File: src/rtl/uart_dbg_pkg.sv
// Shared types and ASCII constants for the UART debug reply engine.
package uart_dbg_pkg;

  typedef enum logic [1:0] {
    ST_IDLE  = 2'd0,
    ST_LOAD  = 2'd1,
    ST_SEND  = 2'd2,
    ST_TRAIL = 2'd3
  } state_e;

  localparam logic [7:0] CR       = 8'h0D;
  localparam logic [7:0] LF       = 8'h0A;
  localparam logic [7:0] QMARK    = 8'h3F;
  localparam logic [7:0] CMD_DUMP = 8'h41;
  localparam logic [7:0] DIGIT0   = 8'h30;

  // Byte/nibble position counter covers up to 8 positions (32-bit word in hex).
  localparam int unsigned CNT_W = 3;

  function automatic logic [7:0] nib2ascii(input logic [3:0] nib);
    if (nib < 4'd10) begin
      return DIGIT0 + {4'h0, nib};
    end
    return 8'h37 + {4'h0, nib};
  endfunction

endpackage

File: src/rtl/hex_nibble_enc.sv
// Maps a 4-bit value to its uppercase ASCII hex character.
module hex_nibble_enc
  import uart_dbg_pkg::*;
(
  input  logic [3:0] nib_i,
  output logic [7:0] ascii_o
);

  assign ascii_o = nib2ascii(nib_i);

endmodule

File: src/rtl/uart_debug_port.sv
// Command decoder and reply serialiser for a byte-oriented debug link.
module uart_debug_port
  import uart_dbg_pkg::*;
#(
  parameter  int unsigned DATA_W   = 8,
  parameter  int unsigned NUM_REGS = 8,
  parameter  int unsigned HEX_MODE = 1,
  localparam int unsigned ADDR_W   = (NUM_REGS > 1) ? $clog2(NUM_REGS) : 1
) (
  input  logic              clk,
  input  logic              rst,
  input  logic              rx_valid,
  input  logic [7:0]        rx_data,
  output logic [ADDR_W-1:0] reg_addr,
  input  logic [DATA_W-1:0] reg_data,
  output logic              tx_valid,
  input  logic              tx_ready,
  output logic [7:0]        tx_data,
  output logic              busy,
  output logic              err_drop
);

  localparam int unsigned       STEP      = (HEX_MODE != 0) ? 4 : 8;
  localparam logic [CNT_W-1:0]  LAST_DATA = CNT_W'((HEX_MODE != 0) ? (DATA_W / 4 - 1) : (DATA_W / 8 - 1));
  localparam logic [ADDR_W-1:0] LAST_ADDR = ADDR_W'(NUM_REGS - 1);
  localparam logic [7:0]        UNK_BYTE  = (HEX_MODE != 0) ? QMARK : 8'h00;

  state_e            state_q, state_d;
  logic              pend_q, pend_d;
  logic [7:0]        cmd_q, cmd_d;
  logic [ADDR_W-1:0] addr_q, addr_d;
  logic [DATA_W-1:0] shift_q, shift_d;
  logic [CNT_W-1:0]  cnt_q, cnt_d;
  logic              dump_q, dump_d;
  logic              unk_q, unk_d;
  logic              tx_valid_q, tx_valid_d;
  logic [7:0]        tx_data_q, tx_data_d;
  logic              err_q, err_d;

  logic [DATA_W-1:0] shift_nxt;
  logic [7:0]        src_top;
  logic [7:0]        hex_chr;
  logic [7:0]        data_byte;
  logic [7:0]        rx_off;
  logic              is_read;
  logic [CNT_W-1:0]  last_pos;
  logic              done;

  assign shift_nxt = shift_q << STEP;
  // Next outgoing data comes from the register file on load, else from the shifted capture.
  assign src_top   = (state_q == ST_LOAD) ? reg_data[DATA_W-1 -: 8] : shift_nxt[DATA_W-1 -: 8];

  hex_nibble_enc u_enc (
    .nib_i   (src_top[7:4]),
    .ascii_o (hex_chr)
  );

  assign data_byte = (HEX_MODE != 0) ? hex_chr : src_top;
  assign rx_off    = cmd_q - DIGIT0;
  assign is_read   = (cmd_q >= DIGIT0) && (32'(rx_off) < NUM_REGS);
  assign last_pos  = unk_q ? '0 : LAST_DATA;

  // Next-state and datapath control.
  always_comb begin
    state_d    = state_q;
    cmd_d      = cmd_q;
    addr_d     = addr_q;
    shift_d    = shift_q;
    cnt_d      = cnt_q;
    dump_d     = dump_q;
    unk_d      = unk_q;
    tx_valid_d = tx_valid_q;
    tx_data_d  = tx_data_q;
    done       = 1'b0;

    // A command is latched one edge before the FSM acts on it; anything arriving
    // while a reply or a latched command is outstanding is dropped.
    pend_d = rx_valid && (state_q == ST_IDLE) && !pend_q;
    err_d  = rx_valid && !pend_d;
    if (pend_d) begin
      cmd_d = rx_data;
    end

    case (state_q)
      ST_IDLE: begin
        if (pend_q) begin
          state_d = ST_LOAD;
          cnt_d   = '0;
          if (is_read) begin
            addr_d = rx_off[ADDR_W-1:0];
            dump_d = 1'b0;
            unk_d  = 1'b0;
          end else if (cmd_q == CMD_DUMP) begin
            addr_d = '0;
            dump_d = 1'b1;
            unk_d  = 1'b0;
          end else begin
            dump_d = 1'b0;
            unk_d  = 1'b1;
          end
        end
      end
      ST_LOAD: begin
        state_d    = ST_SEND;
        tx_valid_d = 1'b1;
        cnt_d      = '0;
        if (unk_q) begin
          shift_d   = '0;
          tx_data_d = UNK_BYTE;
        end else begin
          shift_d   = reg_data;
          tx_data_d = data_byte;
        end
      end
      ST_SEND: begin
        if (tx_ready) begin
          if (cnt_q == last_pos) begin
            if (HEX_MODE != 0) begin
              state_d   = ST_TRAIL;
              cnt_d     = '0;
              tx_data_d = CR;
            end else begin
              done = 1'b1;
            end
          end else begin
            cnt_d     = cnt_q + CNT_W'(1);
            shift_d   = shift_nxt;
            tx_data_d = data_byte;
          end
        end
      end
      ST_TRAIL: begin
        if (tx_ready) begin
          if (cnt_q == '0) begin
            cnt_d     = CNT_W'(1);
            tx_data_d = LF;
          end else begin
            done = 1'b1;
          end
        end
      end
      default: begin
        state_d = ST_IDLE;
      end
    endcase

    if (done) begin
      tx_valid_d = 1'b0;
      cnt_d      = '0;
      if (dump_q && (addr_q != LAST_ADDR)) begin
        addr_d  = addr_q + ADDR_W'(1);
        state_d = ST_LOAD;
      end else begin
        state_d = ST_IDLE;
        dump_d  = 1'b0;
      end
    end
  end

  // State and datapath registers.
  always_ff @(posedge clk) begin
    if (rst) begin
      state_q    <= ST_IDLE;
      pend_q     <= 1'b0;
      cmd_q      <= '0;
      addr_q     <= '0;
      shift_q    <= '0;
      cnt_q      <= '0;
      dump_q     <= 1'b0;
      unk_q      <= 1'b0;
      tx_valid_q <= 1'b0;
      tx_data_q  <= '0;
      err_q      <= 1'b0;
    end else begin
      state_q    <= state_d;
      pend_q     <= pend_d;
      cmd_q      <= cmd_d;
      addr_q     <= addr_d;
      shift_q    <= shift_d;
      cnt_q      <= cnt_d;
      dump_q     <= dump_d;
      unk_q      <= unk_d;
      tx_valid_q <= tx_valid_d;
      tx_data_q  <= tx_data_d;
      err_q      <= err_d;
    end
  end

  assign reg_addr = addr_q;
  assign tx_valid = tx_valid_q;
  assign tx_data  = tx_data_q;
  assign busy     = (state_q != ST_IDLE);
  assign err_drop = err_q;

endmodule

File: config.mk
export PLATFORM = sky130hd
export DESIGN_NAME = uart_debug_port
export DESIGN_NICKNAME = d
export VERILOG_FILES = /design/src/rtl/uart_dbg_pkg.sv /design/src/rtl/hex_nibble_enc.sv /design/src/rtl/uart_debug_port.sv
export SDC_FILE = /design/constraint.sdc
export NUM_CORES = 1
export LEC_CHECK = 0
export CORE_ASPECT_RATIO = 1.4
export CORE_MARGIN = 2
export CORE_UTILIZATION = 52
export CTS_CLUSTER_SIZE = 40
export DETAILED_ROUTE_END_ITERATION = 7
export MAX_ROUTING_LAYER = met4
export PLACE_DENSITY = 0.79
export SLEW_MARGIN = 5
export SYNTH_ARGS = -nofsm -noshare
export SYNTH_HDL_FRONTEND = slang
export SYNTH_SLANG_ARGS = --single-unit
File: constraint.sdc
create_clock -name clk -period 2.24 [get_ports clk]
set_clock_uncertainty 0.1 [all_clocks]
set_input_delay 0.448 -clock clk [delete_from_list [all_inputs] [get_ports clk]]
set_output_delay 0.448 -clock clk [all_outputs]
set_load 0.02 [all_outputs]
* Word-level counts from Yosys, hierarchy flattened
Cells that the tools add are included. W data, S select, Z words.
Word-level totals: register bits 33, output and inout bits 14
Cells by class: $add $sub $neg 5, magnitude comparators 3, equal/unequal tests 14, reductions and logical operators 19, muxes and demuxes 44
Operators by type and width (count):
- $mux W8 | 8
- $mux W3 | 11
- $pmux W8 S3 | 1
- $add A6 B4 Y7 const A | 2
- $mux W1 | 14
- $mux W4 | 3
- $ne A3 B3 Y1 const B | 4
- $pmux W3 S4 | 1
- $reduce_and A4 Y1 | 3
- $ne A2 B2 Y1 const B | 5
- $eq A8 B7 Y1 const B | 1
- $ge A8 B6 Y1 const B | 1
- $lt A8 B4 Y1 const B | 1
- $mux W2 | 4
- $pmux W4 S2 | 1
- $sub A8 B6 Y8 const B | 1
- $add A3 B1 Y3 const B | 2
- $pmux W2 S3 | 1
- $logic_and A1 B1 Y1 | 5
- $eq A2 B2 Y1 const B | 2
- $lt A4 B4 Y1 const B | 1
- $reduce_bool A2 Y1 | 2
- $reduce_bool A4 Y1 | 1
- $eq A3 B1 Y1 | 1
- other kinds (8) | 9

* Longest topological paths before layout
word-level depth 8, depth in mapped cells 8

* Modules after synthesis
From an unflattened synthesis, not the netlist that was laid out.
Second synthesis, totals: cells, all modules 215, area total of the unflattened synthesis 1846.8 um2
By module, submodules not included:
- uart_debug_port | area an instance 1741.7 um2, seq. area each 660.6 um2, instances 1, cells each 199
- hex_nibble_enc | area an instance 105.1 um2, seq. area each 0.0 um2, instances 1, cells each 16

* Worst setup path before layout
No wires, ideal clock.
path kind flip-flop to flip-flop, start register state_q[1], end register tx_data_q[2] (netlist: tx_data[2]), slack 0.270 ns, library setup time 0.135 ns, data required time 2.005 ns, buffers on the path 1, data arrival time 1.735 ns, cell stages (with the launch flop) 9, path through dfxtp_1 -> inv_1 -> ha_1 -> buf_2 -> mux2i_1 -> ha_1 -> o211a_2 -> a221oi_1 -> o32ai_2
Between the ends: word-level cells in the longest chain between the ends 8, elaborated cells on any way between the ends 19, classes of those cells add/sub: 2; order compare: 1; eq/ne: 6; mux: 8; reduce/logical: 2
Ends and longest elaborated chain:
- start, declared | RTL line uart_debug_port.sv:28 | state_e state_q, state_d;
- start signal, assigned | RTL line uart_debug_port.sv:175 | state_q <= state_d;
- $eq A2 B1 Y1 | RTL line uart_debug_port.sv:51, uart_debug_port.sv:84
- $mux W8 | RTL line uart_debug_port.sv:51 | assign src_top = (state_q == ST_LOAD) ? reg_data[DATA_W-1 -: 8] : shift_nxt[DATA_W-1 -: 8];
- $add A6 B4 Y7 / $lt A4 B4 Y1 (equally long branches) | RTL line uart_dbg_pkg.sv:22, uart_dbg_pkg.sv:21
- $mux W8 / $mux W1 (equally long branches) | RTL line uart_dbg_pkg.sv:21 | if (nib < 4'd10) begin
- $mux W8 | RTL line uart_dbg_pkg.sv:24 | return 8'h37 + {4'h0, nib};
- $mux W8 | RTL line uart_debug_port.sv:117 | if (cnt_q == last_pos) begin
- $mux W8 | RTL line uart_debug_port.sv:116 | if (tx_ready) begin
- $pmux W8 S3 | RTL line uart_debug_port.sv:84 | case (state_q)
- end signal, assigned | RTL line uart_debug_port.sv:184 | tx_data_q <= tx_data_d;
- end, declared | RTL line uart_debug_port.sv:37 | logic [7:0] tx_data_q, tx_data_d;
Several ways; a longest one is shown, not always the timed one. The select of a mux whose other input is x is not followed. A chain may end at the register's enable or synchronous reset.

* Final worst setup path
Ends and elaborated chain as after synthesis.

==> flow_summary.yaml <==
clock_tree:
  cts_buffer_depth: 2
  root_buffer: "clkbuf_8"
  cts_buffers: 5
  cts.sinks: 32
  cts_tree: "yes"
  post_cts_buffers: 0
  clk_pin_slew_ns: 0.06
  clk_latency_ns: 0.28
  ctsHtreeMaxLevel: 2
floorplanning:
  dieWidth_um: 55.3
  initial_core_util_pct: 53.6
  coreArea_mm2: 0.00358
  die_height_um: 75.9
  ios: 34
  dieArea_mm2: 0.00420
  rows: 26
routing:
  first_iter_violations: 48
  ant_nets: 0
  drcViolationCount: 0
  finalWirelength_um: 4330
  drtPass1Iterations: 4
  vias: 1748
  via_per_inst: 5.83
  drt-wirelength-per-cell_um: 14.4
yosys:
  synth_ff_type: "dfxtp_1"
  synthCells: 221
  syn_area_mm2: 0.00192
  yosysWarnings: 0
  ys_types: 64
  yosysSeqAreaShare_pct: 33.4
  synth_edf_count: 0
  synth_fp_nets: 251
  async_flop_share_pct: 0
  synth_area_per_cell_um2: 8.68
  synth-seq-cells: 32
critical_path:
  end_kind: "register"
  crit_top_cell: "ha_1"
  cp_data_arrival_time_ns: 2.12
  cp.required_ns: 2.29
  crit_slowest_cell: "dfxtp_1"
  path_buf_inv: 1
  cp_cell_sequence: "inv_1, ha_1, mux2i_2, ha_1, a21boi_0, a221oi_1, o32ai_2"
  cp_max_fo: 4
  startpoint_type: "register"
  cpPeakStageDelay_ns: 0.34
  crit_type: "register to register"
  critPathTopFamily: "compound AO/OA/AOI/OAI gates"
sta:
  tightestPinTransition_ns: 0.527
  rsz0062_at_grt: "false"
  setup_tns_ns: 0
  fin_ws_ns: 0.174
  slew_headroom_pct: 64.8
  fmax_mhz: 484
  holdWs_ns: 0.355
  layout_min_cycle_time_ns: 2.07
  final-hold-violation-count: 0
  drv_slew: 0
  setup_viol: 0
  finalCritPeriodShare_pct: 92.2
pwr:
  p_per_area_mw_per_mm2: 1020
  max-vdd-ir-drop_v: 0.000769
  finalPower_mw: 2.43
  leakagePower_nw: 0.909
final_layout:
  num_antenna_cells: 0
  num-fill-cells: 313
  nets: 287
  seq_area_um2: 641
  multiInputGateArea_mm2: 0.00117
  area_delta_synth_final_pct: 23.5
  postLayoutCoreUtil_pct: 66.2
  drive_gt1_share_pct: 12.0
job:
  drv_cap: 0
global_routing:
  grt_pass1_wl_um: 7190
  grt_util_all_layers_pct: 22.2
  overflow: 0
  antenna_found_initial: 0
  grt_start_max_net_pins: 12
  grt_pass1_vias: 1694
placement:
  dp_slack_ns: 0.0529
  dpl.hpwl_um: 3270
  finalWeightedCongestion: 0.930
  io_buffers: 32
hold_path:
  hp-class: "register to register"
status:
  outcome: "finished, final reports clean"
repair_timing:
action,4_1_cts,5_1_grt
resized for setup,1,1
endpoints found under the setup margin,1,1
hold buffers,0,0
pin swaps,0,0
synthesized netlist by cell type (all sizes together) (3+ instances only):
master / count / area (um2)
dfxtp: 32 / 641
nand2: 23 / 91.3
a21oi: 22 / 114
nor2: 16 / 60.1
nand3: 15 / 80.1
ha: 10 / 125
inv: 10 / 37.5
mux2i: 7 / 70.1
buf: 6 / 45.0
nor2b: 6 / 37.5
nand2b: 5 / 31.3
o21ai: 5 / 25.0
a221oi: 4 / 35.0
clkbuf: 4 / 25.0
nor3: 4 / 31.3
a211oi: 3 / 27.5
o211ai: 3 / 22.5
o22ai: 3 / 18.8
o2bb2ai: 3 / 26.3
path summary, 6_finish.rpt:
| kind | to | slack (ns) | from | depth (start not counted) |
|---|---|---|---|---|
| max | tx_data[2] | 0.17 | state_q[1] | 7 |
| min | cmd_q[7] | 0.36 | cmd_q[7] | 2 |
| max reg2reg | tx_data[2] | 0.17 | state_q[1] | 7 |
| min reg2reg | cmd_q[7] | 0.36 | cmd_q[7] | 2 |
report_power, final:
part | internal [mW] | switching, mW
Sequential | 0.685 | 0.0818
Combinational | 0.529 | 0.671
Clock | 0.249 | 0.211
cell usage in the layout (no fill, tap or decap), drive strengths merged, types with 2 or more instances in the layout:
master,count
dfxtp,32
clkdlybuf4s50,31
nand2,23
a21oi,22
nor2,16
nand3,15
inv,10
ha,10
buf,7
mux2i,7
clkbuf,7
nor2b,6
nand2b,5
o21ai,5
a221oi,4
nor3,4
o2bb2ai,3
o22ai,3
o211ai,3
a211oi,3
and2,2
o22a,2
or3,2
a311oi,2
a21o,2
nor3b,2
o211a,2
a21boi,2
o32ai,2
or2,2
a31oi,2
worst min-delay path, delay by kind of cell (launching register included):
kind	cells	cell delay (ns)
simple gates	1	0.05
compound gates	1	0.05
flops	1	0.31
metrics by stage:
stage,area [um2],cells
after floorplan,1920,221
after global placement,2270,292
after detailed placement,2270,292
after CTS,2370,300
after global routing,2370,300
final,2370,300
state kept, by name (all words and copies together), names as in the netlist:
register / flops
reg_addr: 3
tx_data: 7
cnt_q: 3
pend_q: 1
dump_q: 1
state_q: 2
tx_valid: 1
shift_q: 4
err_drop: 1
unk_q: 1
cmd_q: 8
metal layers:
metal / track usage (%) / vias to the layer above / share of wire, %
met5: - / - / 0
met4: 8.40 / 0 / 1.7
met3: 3.90 / 8 / 2.8
met2: 43.8 / 40 / 55
met1: 21.7 / 826 / 41
li1: - / 874 / -
kinds of logic after synthesis:
family                     Yosys count  share of synthesized area (%)
DFF                                 32                           33.4
adders and majority gates           10                           6.52
other                                1                          0.196
and+or+nand+nor                     87                           25.7
muxes                                8                           4.24
buffers and inverters               20                           5.61
AOI/OAI and AO/OA                   61                           23.0
xor gates and xnor gates             2                           1.30
area by class of cell:
cell class                      count  share of cell area (%)
Tap cell                           42                    2.22
Timing Repair Buffer               39                    15.7
Multi-Input combinational cell    169                    49.5
Clock inverter                      1                   0.317
Inverter                           10                    1.58
Sequential cell                    32                    27.0
Clock buffer                        7                    3.64
(Power assumes the default switching activity.)
==> variant: new RTL, same settings <==
Set the parameter `DATA_W` to 12 (it was 8).
--- a/src/rtl/uart_debug_port.sv
+++ b/src/rtl/uart_debug_port.sv
@@ -2,7 +2,7 @@
 module uart_debug_port
   import uart_dbg_pkg::*;
 #(
-  parameter  int unsigned DATA_W   = 8,
+  parameter  int unsigned DATA_W   = 12,
   parameter  int unsigned NUM_REGS = 8,
   parameter  int unsigned HEX_MODE = 1,
   localparam int unsigned ADDR_W   = (NUM_REGS > 1) ? $clog2(NUM_REGS) : 1
Interface: changed (resized reg_data); port bits go from 34 to 38. No check against the original RTL was run, so the function may have changed too.
==> variant against the unedited design <==
  * Synthesized area increased by 3.7%
  * Wire length increased by 2.8%
  * Worst setup slack improved by 0.018 ns
  * Sequential cell count increased by 4
  * Power increased by 20%
  * Cell area increased by 6.3%
  * Count of clock-buffer cells in the layout unchanged
  * Critical endpoint is now tx_data[3]$_SDFFE_PP0P_
==> variant: results (changes against the unedited design) <==
vias in the first global route=1750 (+3.3%); DRT iter0 DRCs=98 (+100%); routability cong.=0.943 (+1.4%); switch share=39.8% (+0.044 points); Flop pwr share=30.7% (-0.9 points); hpwl dp=3.28 mm (+0.53%); first-pass GRT wire length=7.69 mm (+6.9%); layout cell share with drive strength beyond 1=10.9% (-1.1 points); crit path from=state_q[0]$_SDFFE_PP0P_; worst slew pin tran=0.496 ns (-0.0303 ns); Comb power=1.51 mW (+26%); drt total wl=4.44 mm (+2.8%); Post-Synth XOR/XNOR Area=0.440% (-0.86 points); R2R depth=6 (-1); Peak VDD IR=0.808 mV (+5.0%); sequential power=896 uW (+17%); Post-CTS Setup Inserts=0 (unchanged); total CTS buffers=5 (unchanged); top post-synthesis cells by area=dfxtp_1 36%, ha_1 6.3%, a21oi_1 4.5%; Post-synth top cells=36 x dfxtp_1, 20 x nand2_1, 18 x a21oi_1, 18 x inv_1, 14 x nor2_1; mux share of post-synthesis cell area=3.08% (-1.2 points); CP Max Fanout=5 (+1); wl on met1=1.83 mm (+4.2%); worst path arrival time=2.10 ns (-0.02 ns); r2r setup slk=0.19 ns (+0.02 ns); Final Core Density=69.1% (+2.9 points); dpl ws=0.00444 ns (-0.0485 ns); IO buf count=36 (+13%); largest net degree at the start of global routing=22 (+10); Adder-Cell Fraction of Synth Area=6.29% (-0.23 points); reg2reg start=state_q[0]$_SDFFE_PP0P_; Mapped Nets=268 (+6.8%); total number of vias=1874 (+7.2%); LEAKAGE=0.940 nW (+3.4%); Routed WL per cell=14.1 um (-2.5%); DR pass1 iterations=7 (+3); sequential fraction of the synthesis area=36.2% (+2.8 points); Tot GR Track Use=22.6% (+0.36 points); hold slack=0.355 ns (-0.000366 ns); outcome=finished, final reports clean; met2 WL=2.35 mm (-1.1%)
variant: cell count changes in the layout (fill, tap and decap cells not counted), moves of 4 or more:
cell             change
a31oi_1              +6
buf_4                +6
nand3_1              -4
dfxtp_1              +4
inv_1                +8
o21ai_0              +5
clkdlybuf4s50_1      +4
a222oi_1             +4
variant: repair_timing:
action | 4_1_cts | 5_1_grt
resized for setup | 2 | 2
hold buffers | 0 | 0
setup endpoints to repair | 1 | 9
pin swaps | 0 | 0
variant: per-layer routing:
layer / vias to the layer above / track usage (%)
li1: 935 / -
met1: 879 / 25.8
met2: 48 / 38.4
met3: 12 / 3.88
met4: 0 / 9.52
met5: - / -
variant: cell type report:
type,count,share of cell area [%]
clock buffers,7,3.83
inverters,18,2.68
multi-input cells,164,44.7
flip-flops and latches,36,28.6
well taps,42,2.09
repair buffers,49,18.1
